--- src/rtl/bcd_down_counter_if.sv ---
// bcd_down_counter_if: control and status bundle for the two-digit BCD
// countdown counter. The controller side drives load/preset/start/stop and
// observes the count and status flags; the counter side is the reverse.
interface bcd_down_counter_if;
    logic       load;
    logic [7:0] preset;
    logic       start;
    logic       stop;
    logic [7:0] q;
    logic       zero;
    logic       done;
    logic       running;
    logic       bad_preset;

    modport master (
        output load, preset, start, stop,
        input  q, zero, done, running, bad_preset
    );

    modport slave (
        input  load, preset, start, stop,
        output q, zero, done, running, bad_preset
    );
endinterface

--- src/rtl/bcd_down_counter.sv ---
// bcd_down_counter: two-digit BCD countdown counter with preset load,
// start/stop control, a TICK_DIV clock-enable prescaler and a one-cycle
// terminal-count pulse.
//
// Optional feature: define AUTO_RELOAD_EN to make a terminal tick reload the
// count from the last valid preset (periodic mode) instead of stopping at 00.
// Without the macro the reload register does not exist.
//
// Behaviour notes:
// - A cycle spent in RUN always advances the prescaler, including the cycle
//   on whose closing edge stop is sampled; the paused value is what resumes.
// - A rejected (invalid) load consumes that cycle's start/stop but does not
//   disturb a count already in progress.
// - A terminal tick wins over a simultaneous stop: the counter ends in DONE.
module bcd_down_counter #(
    parameter int TICK_DIV = 1
) (
    input  logic                clock,
    input  logic                clear,
    bcd_down_counter_if.slave   bus
);

    typedef enum logic [1:0] {
        IDLE = 2'd0,
        RUN  = 2'd1,
        HOLD = 2'd2,
        DONE = 2'd3
    } state_t;

    localparam logic [7:0] PRE_LAST = 8'(TICK_DIV - 1);

    state_t     state_q, state_d;
    logic [7:0] count_q, count_d;
    logic [7:0] pre_q,   pre_d;
    logic       done_q,  done_d;
    logic       bad_q,   bad_d;
`ifdef AUTO_RELOAD_EN
    logic [7:0] reload_q, reload_d;
`endif
    logic       preset_ok;

    // One BCD decrement with borrow from units into tens; saturates at 00.
    function automatic logic [7:0] bcd_dec(input logic [7:0] v);
        if (v[3:0] != 4'd0)
            return {v[7:4], v[3:0] - 4'd1};
        else if (v[7:4] != 4'd0)
            return {v[7:4] - 4'd1, 4'd9};
        else
            return 8'h00;
    endfunction

    // A preset is usable only when both nibbles are decimal digits.
    always_comb begin
        preset_ok = (bus.preset[7:4] <= 4'd9) && (bus.preset[3:0] <= 4'd9);
    end

    // Next-state: load overrides everything; RUN advances the prescaler and
    // ticks; then stop (winning over start) and start act on the state.
    always_comb begin
        state_d  = state_q;
        count_d  = count_q;
        pre_d    = pre_q;
        done_d   = 1'b0;
        bad_d    = 1'b0;
`ifdef AUTO_RELOAD_EN
        reload_d = reload_q;
`endif
        if (bus.load && preset_ok) begin
            count_d  = bus.preset;
`ifdef AUTO_RELOAD_EN
            reload_d = bus.preset;
`endif
            pre_d    = 8'd0;
            state_d  = IDLE;
        end else begin
            bad_d = bus.load;
            if (state_q == RUN) begin
                if (pre_q == PRE_LAST) begin
                    pre_d = 8'd0;
                    if (count_q == 8'h01) begin
                        done_d = 1'b1;
`ifdef AUTO_RELOAD_EN
                        if (reload_q != 8'h00) begin
                            count_d = reload_q;
                        end else begin
                            count_d = 8'h00;
                            state_d = DONE;
                        end
`else
                        count_d = 8'h00;
                        state_d = DONE;
`endif
                    end else begin
                        count_d = bcd_dec(count_q);
                    end
                end else begin
                    pre_d = pre_q + 8'd1;
                end
            end
            if (!bus.load) begin
                if (bus.stop) begin
                    if (state_q == RUN && state_d == RUN)
                        state_d = HOLD;
                end else if (bus.start) begin
                    if ((state_q == IDLE || state_q == HOLD) && count_q != 8'h00) begin
                        state_d = RUN;
                        if (state_q == IDLE)
                            pre_d = 8'd0;
                    end
                end
            end
        end
    end

    // State, count, prescaler and pulse registers with synchronous clear.
    always_ff @(posedge clock) begin
        if (clear) begin
            state_q  <= IDLE;
            count_q  <= 8'h00;
            pre_q    <= 8'd0;
            done_q   <= 1'b0;
            bad_q    <= 1'b0;
`ifdef AUTO_RELOAD_EN
            reload_q <= 8'h00;
`endif
        end else begin
            state_q  <= state_d;
            count_q  <= count_d;
            pre_q    <= pre_d;
            done_q   <= done_d;
            bad_q    <= bad_d;
`ifdef AUTO_RELOAD_EN
            reload_q <= reload_d;
`endif
        end
    end

    assign bus.q          = count_q;
    assign bus.zero       = (count_q == 8'h00);
    assign bus.done       = done_q;
    assign bus.running    = (state_q == RUN);
    assign bus.bad_preset = bad_q;

endmodule

--- src/flat_wrapper.sv ---
// flat-port wrapper written by rule: the top's interface ports become plain ports
module bcd_down_counter_flat 
#(
    parameter int TICK_DIV = 1
)
  (clock, clear, bus_load, bus_preset, bus_start, bus_stop, bus_q, bus_zero, bus_done, bus_running, bus_bad_preset);
  bcd_down_counter_if bus_i ();
  input  logic clock;
  input  logic clear;
  input wire logic [$bits(bus_i.load)-1:0] bus_load;
  input wire logic [$bits(bus_i.preset)-1:0] bus_preset;
  input wire logic [$bits(bus_i.start)-1:0] bus_start;
  input wire logic [$bits(bus_i.stop)-1:0] bus_stop;
  output wire logic [$bits(bus_i.q)-1:0] bus_q;
  output wire logic [$bits(bus_i.zero)-1:0] bus_zero;
  output wire logic [$bits(bus_i.done)-1:0] bus_done;
  output wire logic [$bits(bus_i.running)-1:0] bus_running;
  output wire logic [$bits(bus_i.bad_preset)-1:0] bus_bad_preset;
  assign bus_i.load = bus_load;
  assign bus_i.preset = bus_preset;
  assign bus_i.start = bus_start;
  assign bus_i.stop = bus_stop;
  assign bus_q = bus_i.q;
  assign bus_zero = bus_i.zero;
  assign bus_done = bus_i.done;
  assign bus_running = bus_i.running;
  assign bus_bad_preset = bus_i.bad_preset;
  bcd_down_counter #(.TICK_DIV(TICK_DIV)) u_core (.clock(clock), .clear(clear), .bus(bus_i));
endmodule
--- config.mk ---
export PLATFORM = sky130hd
export DESIGN_NAME = bcd_down_counter_flat
export DESIGN_NICKNAME = d
export VERILOG_FILES = /design/src/rtl/bcd_down_counter_if.sv /design/src/rtl/bcd_down_counter.sv /design/src/flat_wrapper.sv
export SDC_FILE = /design/constraint.sdc
export NUM_CORES = 1
export LEC_CHECK = 0
export BUFFER_PORTS_ARGS = -buffer_cell sky130_fd_sc_hd__buf_2
export CAP_MARGIN = 20
export CORE_ASPECT_RATIO = 1.25
export CORE_MARGIN = 2
export CORE_UTILIZATION = 54
export CTS_CLUSTER_SIZE = 40
export DETAILED_ROUTE_END_ITERATION = 7
export GPL_ROUTABILITY_DRIVEN = 0
export PLACE_DENSITY = 0.78
export RECOVER_POWER = 50
export SLEW_MARGIN = 20
export SYNTH_ARGS = -nofsm -noshare
export SYNTH_HDL_FRONTEND = slang
export SYNTH_SLANG_ARGS = --single-unit
--- constraint.sdc ---
create_clock -name clock -period 2.3 [get_ports clock]
set_input_delay 0.575 -clock clock [delete_from_list [all_inputs] [get_ports clock]]
set_output_delay 0.575 -clock clock [all_outputs]
set_load 0.02 [all_outputs]
After elaboration in Yosys (flattened, before gate mapping) --
Index checks and enable logic that the tools add are counted.
Cells by class: order comparisons 2, bitwise logic cells 2, shift operators 0, muxes and demuxes 23, multipliers 0, reductions and logical operators 17, divide/modulo/power cells 0, eq/ne operators 5, add/sub/neg operators 3
Operator list (number):
- 8-bit two-way mux | 13
- 2-bit two-way mux | 9
- 8-bit logical NOT | 2
- 8-bit by 1-bit adder with 8-bit output (second input constant) | 1
- 8-bit by 1-bit equality test with 1-bit output (second input constant) | 1
- 4-bit <= comparator (second input constant) | 2
- 4-bit nonzero test | 2
- 8-bit nonzero test | 1
- 4-bit by 1-bit subtractor with 4-bit output (second input constant) | 2
- 2-bit by 1-bit equality test with 1-bit output (second input constant) | 2
- 1-bit logical AND | 4
- 2-bit nonzero test | 2
- 4-bit OR reduction | 1
- 3-bit by 1-bit inequality test with 1-bit output (second input constant) | 1
- 3-bit AND reduction | 1
- 2-bit equality test (second input constant) | 1
- 2-bit logical NOT | 1
- 1-bit NOT | 2
- 2-bit AND reduction | 1
- 2-bit OR reduction | 1
- 1-bit logical OR | 1
- 1-bit two-way mux | 1
Word-level totals: bits in registers 20, memories 0, memory bits (writable) 0, memory bits (read-only) 0, input bits 13, latch bits 0

Depth between registers and ports, before layout --
Gate-level depths: netlist of run 1.
depth after elaboration 10, mapped depth 7

Least setup slack after synthesis of run 1 --
No wires, ideal clock.
kind register to output, from register u_core.count_q[0], in the netlist u_core.bus.q[0], to output port bus_zero, arrival 1.465 ns, data required time 1.725 ns, setup slack 0.260 ns, stages on the path, launching flop included 6, path buffers 1, cells stage by stage dfxtp_1 > inv_1 > ha_1 > or3b_1 > buf_6 > nor2_1
On the way: longest elaborated chain between the ends 1
Ends and longest elaborated chain:
- start: declaration | line bcd_down_counter.sv:33 | logic [7:0] count_q, count_d;
- start signal: assignment | line bcd_down_counter.sv:128 | count_q <= count_d;
- 8-bit logical NOT | line bcd_down_counter.sv:139 | assign bus.zero = (count_q == 8'h00);
- end: declaration | line flat_wrapper.sv:15 | output wire logic [$bits(bus_i.zero)-1:0] bus_zero;
No other way between the ends.

Final worst setup path of run 1 --
Same ends and word-level chain as after synthesis.

==> out/qor.csv, run 1 <==
metric,value,unit
worst-skew pair later-pin latency,310,ps
Crit Path Max Fanout,7,
TritonCTS clock tree,yes,
startpoint type of the worst setup path,register,
most used standard cell by instance count after synthesis,sky130_fd_sc_hd__dfxtp_1,
number of design rule violations left after detail routing,0,
initial standard-cell utilization of the core,57.1,%
XOR/XNOR Fraction of Synth Area,6.24,%
mean cell area of the mapped netlist,8.71,µm²
count of mapped cells out of synthesis,145,
buffers inserted during post-CTS setup optimization,0,
final critical-path required period,2200,ps
total instance count after detailed placement,197,
ordered cell list for the critical path,"inv_1, ha_2, or3b_4, nor2_1, buf_2",
number of filler instances in the final layout,211,
flip-flop cell with the highest count after synthesis,sky130_fd_sc_hd__dfxtp_1,
post-synth top area share,31.7,%
clock slew at the register clock pins of the worst setup and hold paths,110,ps
length of the first detailed-routing pass in iterations,4,
Critical Path Sink,bus_zero,
"share of synthesized cell area in and, or, nand and nor gates",26.0,%
via density per instance,5.86,
standard-cell row count,19,
residual antenna-violating net count after detailed routing,0,
IO buf count,24,
total via count after detailed routing,1178,
setup slack on the worst flop-to-flop path,260,ps
proportion of synthesized chip area in sequential cells,31.7,%
nature of the critical path endpoint,output pin,
number of buffers created by CTS,3,
post-route clock skew,5.86,ps
final setup violating endpoints,0,
average wire per cell in the routed design,14.1,µm
Rel. slew slack,57.0,%
Die Y,58.1,µm
overflow left after global routing,0,
endpoint of the lowest-slack register-to-register path,u_core.pre_q[6]$_SDFF_PP0_,
DP Wirelength,2240,µm
master of the slowest instance on the critical path,sky130_fd_sc_hd__or3b_4,
critical register-to-register path startpoint,u_core.bus.q[0]$_SDFFE_PP0P_,
Post-synth EDFFs,0,
synthesis warning total,0,
number of register bits inferred by synthesis,20,
largest family of logic cells by synthesized area,simple AND/OR/NAND/NOR gates,
layout-stage area growth over the synthesis result,11.6,%
Core ar.,2210,µm²
PwrDens,583,nW/µm²
global-route wire length before repair,4730,µm
H-tree Lvls,1,
slew of the pin with the lowest slew margin,639,ps
Final TNS setup,0,ps
hold crit path type,input port to register,
Boundary Pins,25,
maximum number of pins on one net before global-route repair,14,
"Largest stage delay, worst path",390,ps
Die Width,47.2,µm
net total in the final layout,191,
cell types with the highest counts after synthesis,"sky130_fd_sc_hd__dfxtp_1, sky130_fd_sc_hd__nor2_1, sky130_fd_sc_hd__inv_1, sky130_fd_sc_hd__a31oi_1",
worst setup path start,u_core.bus.q[0]$_SDFFE_PP0P_,
required time reported for the critical path endpoint,1730,ps
post-synthesis instance area,1260,µm²
Yosys top cell by area,sky130_fd_sc_hd__dfxtp_1,
signal arrival time at the worst endpoint,1620,ps
number of global-route vias before repair,1155,
final max-slew violation count,0,
distinct cell type count of the synthesized netlist,40,
RSZ-0062 raised after global routing,false,
P_leak,0.571,nW
total global-route track usage,23.5,%
DR iter-0 viols,20,
most area-consuming cells after synthesis,"sky130_fd_sc_hd__dfxtp_1, sky130_fd_sc_hd__ha_1, sky130_fd_sc_hd__xor2_1",
fraction of the mapped netlist area in adder cells,6.94,%
post-synthesis net count,165,
final routed wirelength across all metal layers,2840,µm
number of cells on the worst reg-to-reg path,7,
antenna violations before repair,0,
Max Fclk,455,MHz
Max VDD drop,0.394,mV
Compound-Gate Fraction of Synth Area,20.4,%
portion of netlist area occupied by mux cells,2.38,%
antenna diode count,0,
Final Hold Vio Count,0,
CTS sink cnt,20,
Synth async-reset ratio,0,%
type of the setup path with the least slack,register to output pin,
root buffer cell,sky130_fd_sc_hd__clkbuf_4,
number of violations of the max-capacitance limit,0,
"Cell Count, Final, Fillers Out",201,
buffer depth of the longest clock path,2,
"Period Utilization, post-route",95.6,%
die area,2740,µm²
status,finished clean,
fraction of final layout cells with drive strength greater than 1,18.8,%
==> cell usage in the layout (no fill, tap or decap), types with 2 or more instances in the layout <==
| cell | instances |
|---|---|
| sky130_fd_sc_hd__buf_2 | 14 |
| sky130_fd_sc_hd__nand4_1 | 7 |
| sky130_fd_sc_hd__a221oi_2 | 2 |
| sky130_fd_sc_hd__o2111ai_1 | 2 |
| sky130_fd_sc_hd__nand3_1 | 6 |
| sky130_fd_sc_hd__a221oi_1 | 2 |
| sky130_fd_sc_hd__clkbuf_4 | 3 |
| sky130_fd_sc_hd__buf_4 | 2 |
| sky130_fd_sc_hd__nor3_1 | 5 |
| sky130_fd_sc_hd__and3_1 | 3 |
| sky130_fd_sc_hd__inv_1 | 10 |
| sky130_fd_sc_hd__clkbuf_1 | 10 |
| sky130_fd_sc_hd__xnor2_1 | 2 |
| sky130_fd_sc_hd__a31oi_1 | 9 |
| sky130_fd_sc_hd__ha_1 | 6 |
| sky130_fd_sc_hd__mux2i_1 | 3 |
| sky130_fd_sc_hd__o21ai_0 | 4 |
| sky130_fd_sc_hd__o21ai_1 | 2 |
| sky130_fd_sc_hd__dfxtp_1 | 18 |
| sky130_fd_sc_hd__a21oi_1 | 6 |
| sky130_fd_sc_hd__dfxtp_2 | 2 |
| sky130_fd_sc_hd__nor3b_1 | 3 |
| sky130_fd_sc_hd__or3b_4 | 2 |
| sky130_fd_sc_hd__nand2_1 | 7 |
| sky130_fd_sc_hd__nor2_1 | 14 |
| sky130_fd_sc_hd__nor2b_1 | 3 |
| sky130_fd_sc_hd__xor2_1 | 7 |
==> state kept, by name, summed over array words and instances (netlist names) <==
name and count:
u_core.bus.done 1, u_core.bus.q 8, u_core.state_q 2, u_core.bus.bad_preset 1, u_core.pre_q 8
==> cells by family (layout without fill, tap and decap cells) <==
group,count (synthesis),count (layout)
AO/OA/AOI/OAI,34,34
XOR/XNOR,9,9
adder cells (fa/ha/maj),7,7
buffers and inverters,16,41
flip-flops,20,20
multiplexers,3,3
AND/OR/NAND/NOR,56,56
==> stage by stage <==
| stage | util, % | hold WS [ps] | setup WS, ps | area (µm²) | power [mW] |
|---|---|---|---|---|---|
| detailed placement | 63.2 | 567 | 320 | 1400 | 0.620 |
| global route | 63.7 | 512 | 21.7 | 1410 | 0.867 |
| finish | 63.7 | 520 | 102 | 1410 | 0.821 |
| CTS | 64.9 | 509 | 30.7 | 1430 | 0.827 |
| global placement | 63.2 | 544 | 396 | 1400 | 0.614 |
| floorplan | - | 517 | 260 | 1260 | 0.557 |
==> worst min path at each step <==
stage	end	cells after the start	slack (ps)	startpoint
CTS	u_core.bus.q[6]$_SDFFE_PP0P_	2	510	clear
finish	u_core.bus.q[6]$_SDFFE_PP0P_	2	520	clear
global route	u_core.bus.q[6]$_SDFFE_PP0P_	2	510	clear
detailed placement	u_core.pre_q[2]$_SDFF_PP0_	2	570	u_core.pre_q[2]$_SDFF_PP0_
floorplan	u_core.pre_q[2]$_SDFF_PP0_	2	520	u_core.pre_q[2]$_SDFF_PP0_
global placement	u_core.pre_q[5]$_SDFF_PP0_	2	540	u_core.pre_q[5]$_SDFF_PP0_
==> area by class of cell <==
| class | instances | area, µm² | area share (%) |
|---|---|---|---|
| timing repair buffer | 26 | 123 | 8.70 |
| multi-input combinational | 109 | 767 | 54.4 |
| sequential | 20 | 403 | 28.6 |
| clock buffer | 4 | 36.3 | 2.58 |
| inverter | 11 | 41.3 | 2.93 |
| tap | 31 | 38.8 | 2.75 |
==> power breakdown <==
part | internal, mW | switching, mW | leakage [nW]
logic | 0.0940 | 0.137 | 0.386
registers | 0.361 | 0.0205 | 0.163
clock network | 0.0967 | 0.112 | 0.0210
total | 0.552 | 0.269 | 0.571
==> per-layer routing <==
layer	up-vias	track usage, %	part of all wire, %
met4	0	14.3	3.2
met1	550	24.9	40
met3	11	2.49	3.5
met5	-	0	0
li1	582	-	-
met2	35	41.7	53
==> repair_timing <==
item,4_1_cts,5_1_grt
hold buffers,0,0
setup endpoints to repair,0,1
resized for setup,0,6
==> worst max-delay path: cells and delay by family, from the launching register on <==
family                   cells  cell delay (ps)
flip-flops                   1              370
adder cells (fa/ha/maj)      1              210
buffers and inverters        2              260
AND/OR/NAND/NOR              2              490
(Power assumes the default switching activity.)
==> inputs of run 2 (changes only) <==
ABC_AREA = 1   (was unset)
CORE_UTILIZATION = 55   (was 54)
HOLD_SLACK_MARGIN = 0.08   (was unset)
PLACE_DENSITY = 0.79   (was 0.78)
==> run 2 against run 1 <==
  * First-iteration DRC count shrank 40%
  * Worst hold slack lost 52 ps
  * Register-to-register slack gained 450 ps
  * Clock-buffer cell count is the same
  * Clock power shrank 2%
  * Critical path depth is the same
  * Fmax grew 6.2%
  * Non-clock buffer count shrank 2
  * Sequential share of layout area shrank 2.9 points
  * Via count grew 13%
  * Sequential cell count is the same
  * Core utilization grew 0.55 points
==> out/qor.csv, run 2 <==
metric,value,unit,change
status,finished clean,,
Die Y,60.7,µm,+4.5%
Rel. slew slack,58.9,%,+1.9 points
sw frac,34.6,%,+1.8 points
largest family of logic cells by synthesized area,simple AND/OR/NAND/NOR gates,,
length of the first detailed-routing pass in iterations,4,,unchanged
"Cell Count, Final, Fillers Out",274,,+36%
number of instances resized during post-cts repair,0,,unchanged
type of the setup path with the least slack,register to output pin,,
number of buffers created by CTS,3,,unchanged
buffers inserted during post-CTS setup optimization,0,,unchanged
post-synthesis instance area,1410,µm²,+12%
critical register-to-register path startpoint,u_core.bus.q[4]$_SDFFE_PP0P_,,
"Period Utilization, post-route",90.0,%,-5.6 points
mean cell area of the mapped netlist,6.58,µm²,-24%
total net switching power,0.284,mW,+5.5%
initial standard-cell utilization of the core,58.2,%,+1.1 points
synthesis warning total,0,,unchanged
number of violations of the max-capacitance limit,0,,unchanged
worst-skew pair later-pin latency,300,ps,about the same
net total in the final layout,262,,+37%
XOR/XNOR Fraction of Synth Area,3.72,%,-2.5 points
most used standard cell by instance count after synthesis,sky130_fd_sc_hd__nand2_1,,
count of mapped cells out of synthesis,215,,+48%
depth of the worst hold-timing path,2,,unchanged
die area,2990,µm²,+9.2%
CTS sink cnt,20,,unchanged
"share of synthesized cell area in and, or, nand and nor gates",43.7,%,+18 points
"most common cell after layout, fill and taps aside",sky130_fd_sc_hd__nand2_1,,
H-tree Lvls,1,,unchanged
total power,0.821,mW,about the same
Synth async-reset ratio,0,%,unchanged
maximum number of pins on one net before global-route repair,18,,+4
setup slack on the worst flop-to-flop path,710,ps,+450 ps
final routed wirelength across all metal layers,2890,µm,+2.0%
TritonCTS clock tree,yes,,
Die Width,49.4,µm,+4.5%
total instance count after detailed placement,270,,+37%
cell types with the highest counts after synthesis,"sky130_fd_sc_hd__nand2_1, sky130_fd_sc_hd__inv_1, sky130_fd_sc_hd__nor2_1, sky130_fd_sc_hd__dfxtp_1, sky130_fd_sc_hd__nand3_1",,
flip-flop cell with the highest count after synthesis,sky130_fd_sc_hd__dfxtp_1,,
endpoint of the lowest-slack register-to-register path,u_core.bus.q[7]$_SDFFE_PP0P_,,
antenna violations before repair,0,,unchanged
number of buffers added to fix hold violations after cts,0,,unchanged
Worst Hold Launch,clear,,
portion of total power attributed to the clock network,24.8,%,-0.6 points
Boundary Pins,25,,unchanged
Worst Hold Endpoint,u_core.bus.q[2]$_SDFFE_PP0P_,,
signal arrival time at the worst endpoint,1490,ps,-130 ps
post-synth top area share,28.3,%,-3.4 points
post-synthesis net count,235,,+42%
RSZ-0062 raised after global routing,false,,
via density per instance,4.85,,-17%
fraction of final layout cells with drive strength greater than 1,14.9,%,-3.9 points
root buffer cell,sky130_fd_sc_hd__clkbuf_4,,
proportion of synthesized chip area in sequential cells,28.3,%,-3.4 points
Final Hold Vio Count,0,,unchanged
Core ar.,2430,µm²,+9.8%
fraction of the mapped netlist area in adder cells,6.19,%,-0.74 points
post-route clock skew,11.5,ps,+5.62 ps
highest-count cells in the layout ignoring fill and taps,"sky130_fd_sc_hd__nand2_1, sky130_fd_sc_hd__inv_1, sky130_fd_sc_hd__nor2_1",,
residual antenna-violating net count after detailed routing,0,,unchanged
startpoint type of the worst setup path,register,,
buffer depth of the longest clock path,2,,unchanged
final setup violating endpoints,0,,unchanged
Max VDD drop,0.439,mV,+11%
clock slew at the register clock pins of the worst setup and hold paths,120,ps,about the same
total area of sequential cells,400,µm²,-0.62%
number of design rule violations left after detail routing,0,,unchanged
Final TNS setup,0,ps,unchanged
DR iter-0 viols,12,,-40%
DP Wirelength,2320,µm,+3.6%
internal power,0.537,mW,-2.7%
area of combinational cells with multiple inputs,848,µm²,+11%
number of register bits inferred by synthesis,20,,unchanged
smallest hold slack,468,ps,-52.0 ps
Crit Path Max Fanout,5,,-2
Compound-Gate Fraction of Synth Area,7.26,%,-13 points
total global-route track usage,21.0,%,-2.5 points
PwrDens,526,nW/µm²,-9.7%
Post-synth EDFFs,0,,unchanged
P_leak,0.734,nW,+29%
average wire per cell in the routed design,10.6,µm,-25%
standard-cell row count,20,,+1
overflow left after global routing,0,,unchanged
number of cells on the worst reg-to-reg path,10,,+3
IO buf count,24,,unchanged
end-of-flow core utilization,64.3,%,+0.55 points
Yosys top cell by area,sky130_fd_sc_hd__dfxtp_1,,
nature of the critical path endpoint,output pin,,
final max-slew violation count,0,,unchanged
combinational share of power,29.8,%,+1.7 points
final critical-path required period,2070,ps,-129 ps
global-route wire length before repair,4890,µm,+3.4%
number of global-route vias before repair,1216,,+5.3%
slew of the pin with the lowest slew margin,615,ps,-24.0 ps
portion of netlist area occupied by mux cells,0,%,-2.4 points
layout-stage area growth over the synthesis result,10.4,%,
hold crit path type,input port to register,,
most area-consuming cells after synthesis,"sky130_fd_sc_hd__dfxtp_1, sky130_fd_sc_hd__nand2_1, sky130_fd_sc_hd__inv_1",,
antenna diode count,0,,unchanged
required time reported for the critical path endpoint,1730,ps,about the same
Max Fclk,483,MHz,+6.2%
sequential power share,45.4,%,-1.1 points
number of filler instances in the final layout,261,,+24%
worst setup path start,u_core.bus.q[4]$_SDFFE_PP0P_,,
distinct cell type count of the synthesized netlist,25,,-38%
total via count after detailed routing,1328,,+13%
-- run 2: worst max-delay path by stage --
stage | end
after global routing | bus_zero
after detailed placement | u_core.pre_q[5]$_SDFF_PP0_
after global placement | u_core.pre_q[6]$_SDFF_PP0_
after CTS | bus_zero
final | bus_zero
after floorplan | bus_zero
-- run 2: worst max-delay path, stage by stage (launching register included) --
cell and delay [ps]:
sky130_fd_sc_hd__dfxtp_1 340, sky130_fd_sc_hd__inv_1 130, sky130_fd_sc_hd__ha_1 180, sky130_fd_sc_hd__nand3_1 170, sky130_fd_sc_hd__nor2_1 170, sky130_fd_sc_hd__buf_2 190
-- run 2: metal layers --
layer  GRT usage, %  up-vias  part of all wire (%)  routed length (µm)
li1               -      724                     -                   -
met3           2.96        5                   3.3                  96
met2           40.0       25                    50                1460
met5              0        -                     0                   0
met4           8.16        0                   1.2                  35
met1           24.0      574                    45                1300
-- run 2: cell families after synthesis --
kind of cell    count (synthesis)
simple gates                  132
compound gates                 14
fa+ha+maj                       7
buf+inv                        36
flops                          20
xor+xnor                        6
-- run 2: power groups by stage --
stage	logic, mW	registers, mW	clock network (mW)
2_1_floorplan	0.171	0.394	0
6_report	0.245	0.373	0.204
3_3_place_gp	0.245	0.380	0
5_1_grt	0.274	0.375	0.225
3_5_place_dp	0.248	0.381	0
4_1_cts	0.249	0.373	0.208
-- run 2: cell type report --
cell class	count	area share [%]
well taps	33	2.65
inverters	34	8.18
multi-input cells	159	54.4
clock buffers	4	2.33
repair buffers	24	6.82
flip-flops and latches	20	25.7
-- run 2: stage by stage --
stage | setup WS [ps] | area [µm²]
2_1_floorplan | 579 | 1410
3_3_place_gp | 585 | 1550
3_5_place_dp | 532 | 1550
4_1_cts | 257 | 1590
5_1_grt | 111 | 1560
6_report | 231 | 1560
==> inputs of run 3 (changes only) <==
CORE_UTILIZATION = 45   (was 55)
PLACE_DENSITY = 0.66   (was 0.79)
==> run 3 against run 2 <==
  * Clock skew down 2.6 ps
  * Clock-buffer cell count unchanged
  * Die area rose by 21%
  * Cell area rose by 0.24%
  * Largest power group unchanged
  * Worst setup slack improved by 9.0 ps
  * Via count increased by 0.75%
  * Sequential share of layout area shrank 0.062 points
==> out/qor.csv, run 3 (synthesis gave the netlist of run 2 again) <==
metric,value,unit,change
status,finished clean,,
via density per instance,4.83,,-0.34%
Max VDD drop,0.372,mV,-15%
initial standard-cell utilization of the core,47.6,%,-11 points
average wire per cell in the routed design,10.2,µm,-3.4%
layout-stage area growth over the synthesis result,10.6,%,
CTS sink cnt,20,,unchanged
"most common cell after layout, fill and taps aside",sky130_fd_sc_hd__nand2_1,,
total instance count after detailed placement,273,,+1.1%
"Period Utilization, post-route",89.6,%,-0.39 points
RSZ-0062 raised after global routing,false,,
root buffer cell,sky130_fd_sc_hd__clkbuf_4,,
startpoint type of the worst setup path,register,,
min setup slack post-route,240,ps,+9.00 ps
final routed wirelength across all metal layers,2820,µm,-2.3%
number of filler instances in the final layout,314,,+20%
Area after DPL,1550,µm²,+0.24%
final critical-path required period,2060,ps,-9.00 ps
final max-slew violation count,0,,unchanged
required time reported for the critical path endpoint,1730,ps,about the same
Max Fclk,485,MHz,+0.44%
Worst Hold Launch,clear,,
DR iter-0 viols,28,,+16
"Cell Count, Final, Fillers Out",277,,+1.1%
type of the setup path with the least slack,register to output pin,,
global-route wire length before repair,4960,µm,+1.6%
Final Hold Vio Count,0,,unchanged
worst-skew pair later-pin latency,300,ps,about the same
antenna diode count,0,,unchanged
Boundary Pins,25,,unchanged
overflow left after global routing,0,,unchanged
number of buffers created by CTS,3,,unchanged
setup slack on the worst flop-to-flop path,750,ps,+40 ps
total area of sequential cells,400,µm²,unchanged
maximum number of pins on one net before global-route repair,18,,unchanged
Crit Path Max Fanout,5,,unchanged
Die Width,54.1,µm,+9.7%
number of instances resized during post-cts repair,0,,unchanged
P_leak,0.734,nW,unchanged
net total in the final layout,262,,unchanged
buffer depth of the longest clock path,2,,unchanged
post-route clock skew,8.92,ps,-2.57 ps
Rel. slew slack,60.0,%,+1.1 points
Final TNS setup,0,ps,unchanged
TritonCTS clock tree,yes,,
end-of-flow core utilization,52.6,%,-12 points
total via count after detailed routing,1338,,+0.75%
Die Y,66.7,µm,+9.9%
die area,3610,µm²,+21%
length of the first detailed-routing pass in iterations,4,,unchanged
Core ar.,2970,µm²,+22%
buffers inserted during post-CTS setup optimization,0,,unchanged
area of combinational cells with multiple inputs,848,µm²,unchanged
number of violations of the max-capacitance limit,0,,unchanged
highest-count cells in the layout ignoring fill and taps,"sky130_fd_sc_hd__nand2_1, sky130_fd_sc_hd__inv_1, sky130_fd_sc_hd__nor2_1",,
post-layout instance area,1560,µm²,+0.24%
number of buffers added to fix hold violations after cts,0,,unchanged
DP Wirelength,2270,µm,-2.4%
IO buf count,24,,unchanged
worst slack at placement,529,ps,-3.45 ps
PwrDens,522,nW/µm²,-0.90%
total power,0.816,mW,-0.67%
signal arrival time at the worst endpoint,1490,ps,about the same
critical register-to-register path startpoint,u_core.bus.q[4]$_SDFFE_PP0P_,,
hold crit path type,input port to register,,
smallest hold slack,478,ps,+10.0 ps
nature of the critical path endpoint,output pin,,
clock slew at the register clock pins of the worst setup and hold paths,120,ps,about the same
slew of the pin with the lowest slew margin,598,ps,-16.4 ps
number of design rule violations left after detail routing,0,,unchanged
H-tree Lvls,1,,unchanged
residual antenna-violating net count after detailed routing,0,,unchanged
fraction of final layout cells with drive strength greater than 1,14.9,%,unchanged
antenna violations before repair,0,,unchanged
standard-cell row count,22,,+10%
number of global-route vias before repair,1227,,+0.90%
worst setup path start,u_core.bus.q[4]$_SDFFE_PP0P_,,
total global-route track usage,18.4,%,-2.7 points
final setup violating endpoints,0,,unchanged
## run 3: cell counts in the layout (fill, tap and decap cells not counted)
Identical to the previous run, type by type.
## run 3: path summary, 6_finish.rpt
kind,end,depth (start not counted)
setup / recovery,bus_zero,5
setup reg to reg,u_core.bus.q[6]$_SDFFE_PP0P_,9
hold reg to reg,u_core.bus.q[5]$_SDFFE_PP0P_,2
hold / removal,u_core.bus.q[0]$_SDFFE_PP0P_,2
## run 3: where the power goes
| group | switching [mW] | internal [mW] |
|---|---|---|
| sequential | 0.0125 | 0.360 |
| combinational | 0.159 | 0.0807 |
| clock | 0.107 | 0.0963 |
| total | 0.279 | 0.537 |
## run 3: area by class of cell
| cell class | count | share of cell area (%) |
|---|---|---|
| clock buffers | 4 | 2.32 |
| multi-input cells | 159 | 54.2 |
| flip-flops and latches | 20 | 25.6 |
| well taps | 36 | 2.88 |
| repair buffers | 24 | 6.80 |
| inverters | 34 | 8.16 |
## run 3: worst max-delay path: stages (launching register included)
cell                      delay (ps)
sky130_fd_sc_hd__dfxtp_1         340
sky130_fd_sc_hd__inv_1           130
sky130_fd_sc_hd__ha_1            190
sky130_fd_sc_hd__nand3_1         160
sky130_fd_sc_hd__nor2_1          180
sky130_fd_sc_hd__buf_2           190
## run 3: metal layers
metal | part of all wire, % | wire length [µm] | vias to the layer above | global-route usage [%]
li1 | - | - | 724 | -
met5 | 0 | 0 | - | 0
met2 | 47 | 1330 | 23 | 31.3
met4 | 0.96 | 27 | 0 | 4.69
met1 | 48 | 1340 | 589 | 23.5
met3 | 4.4 | 123 | 2 | 2.69
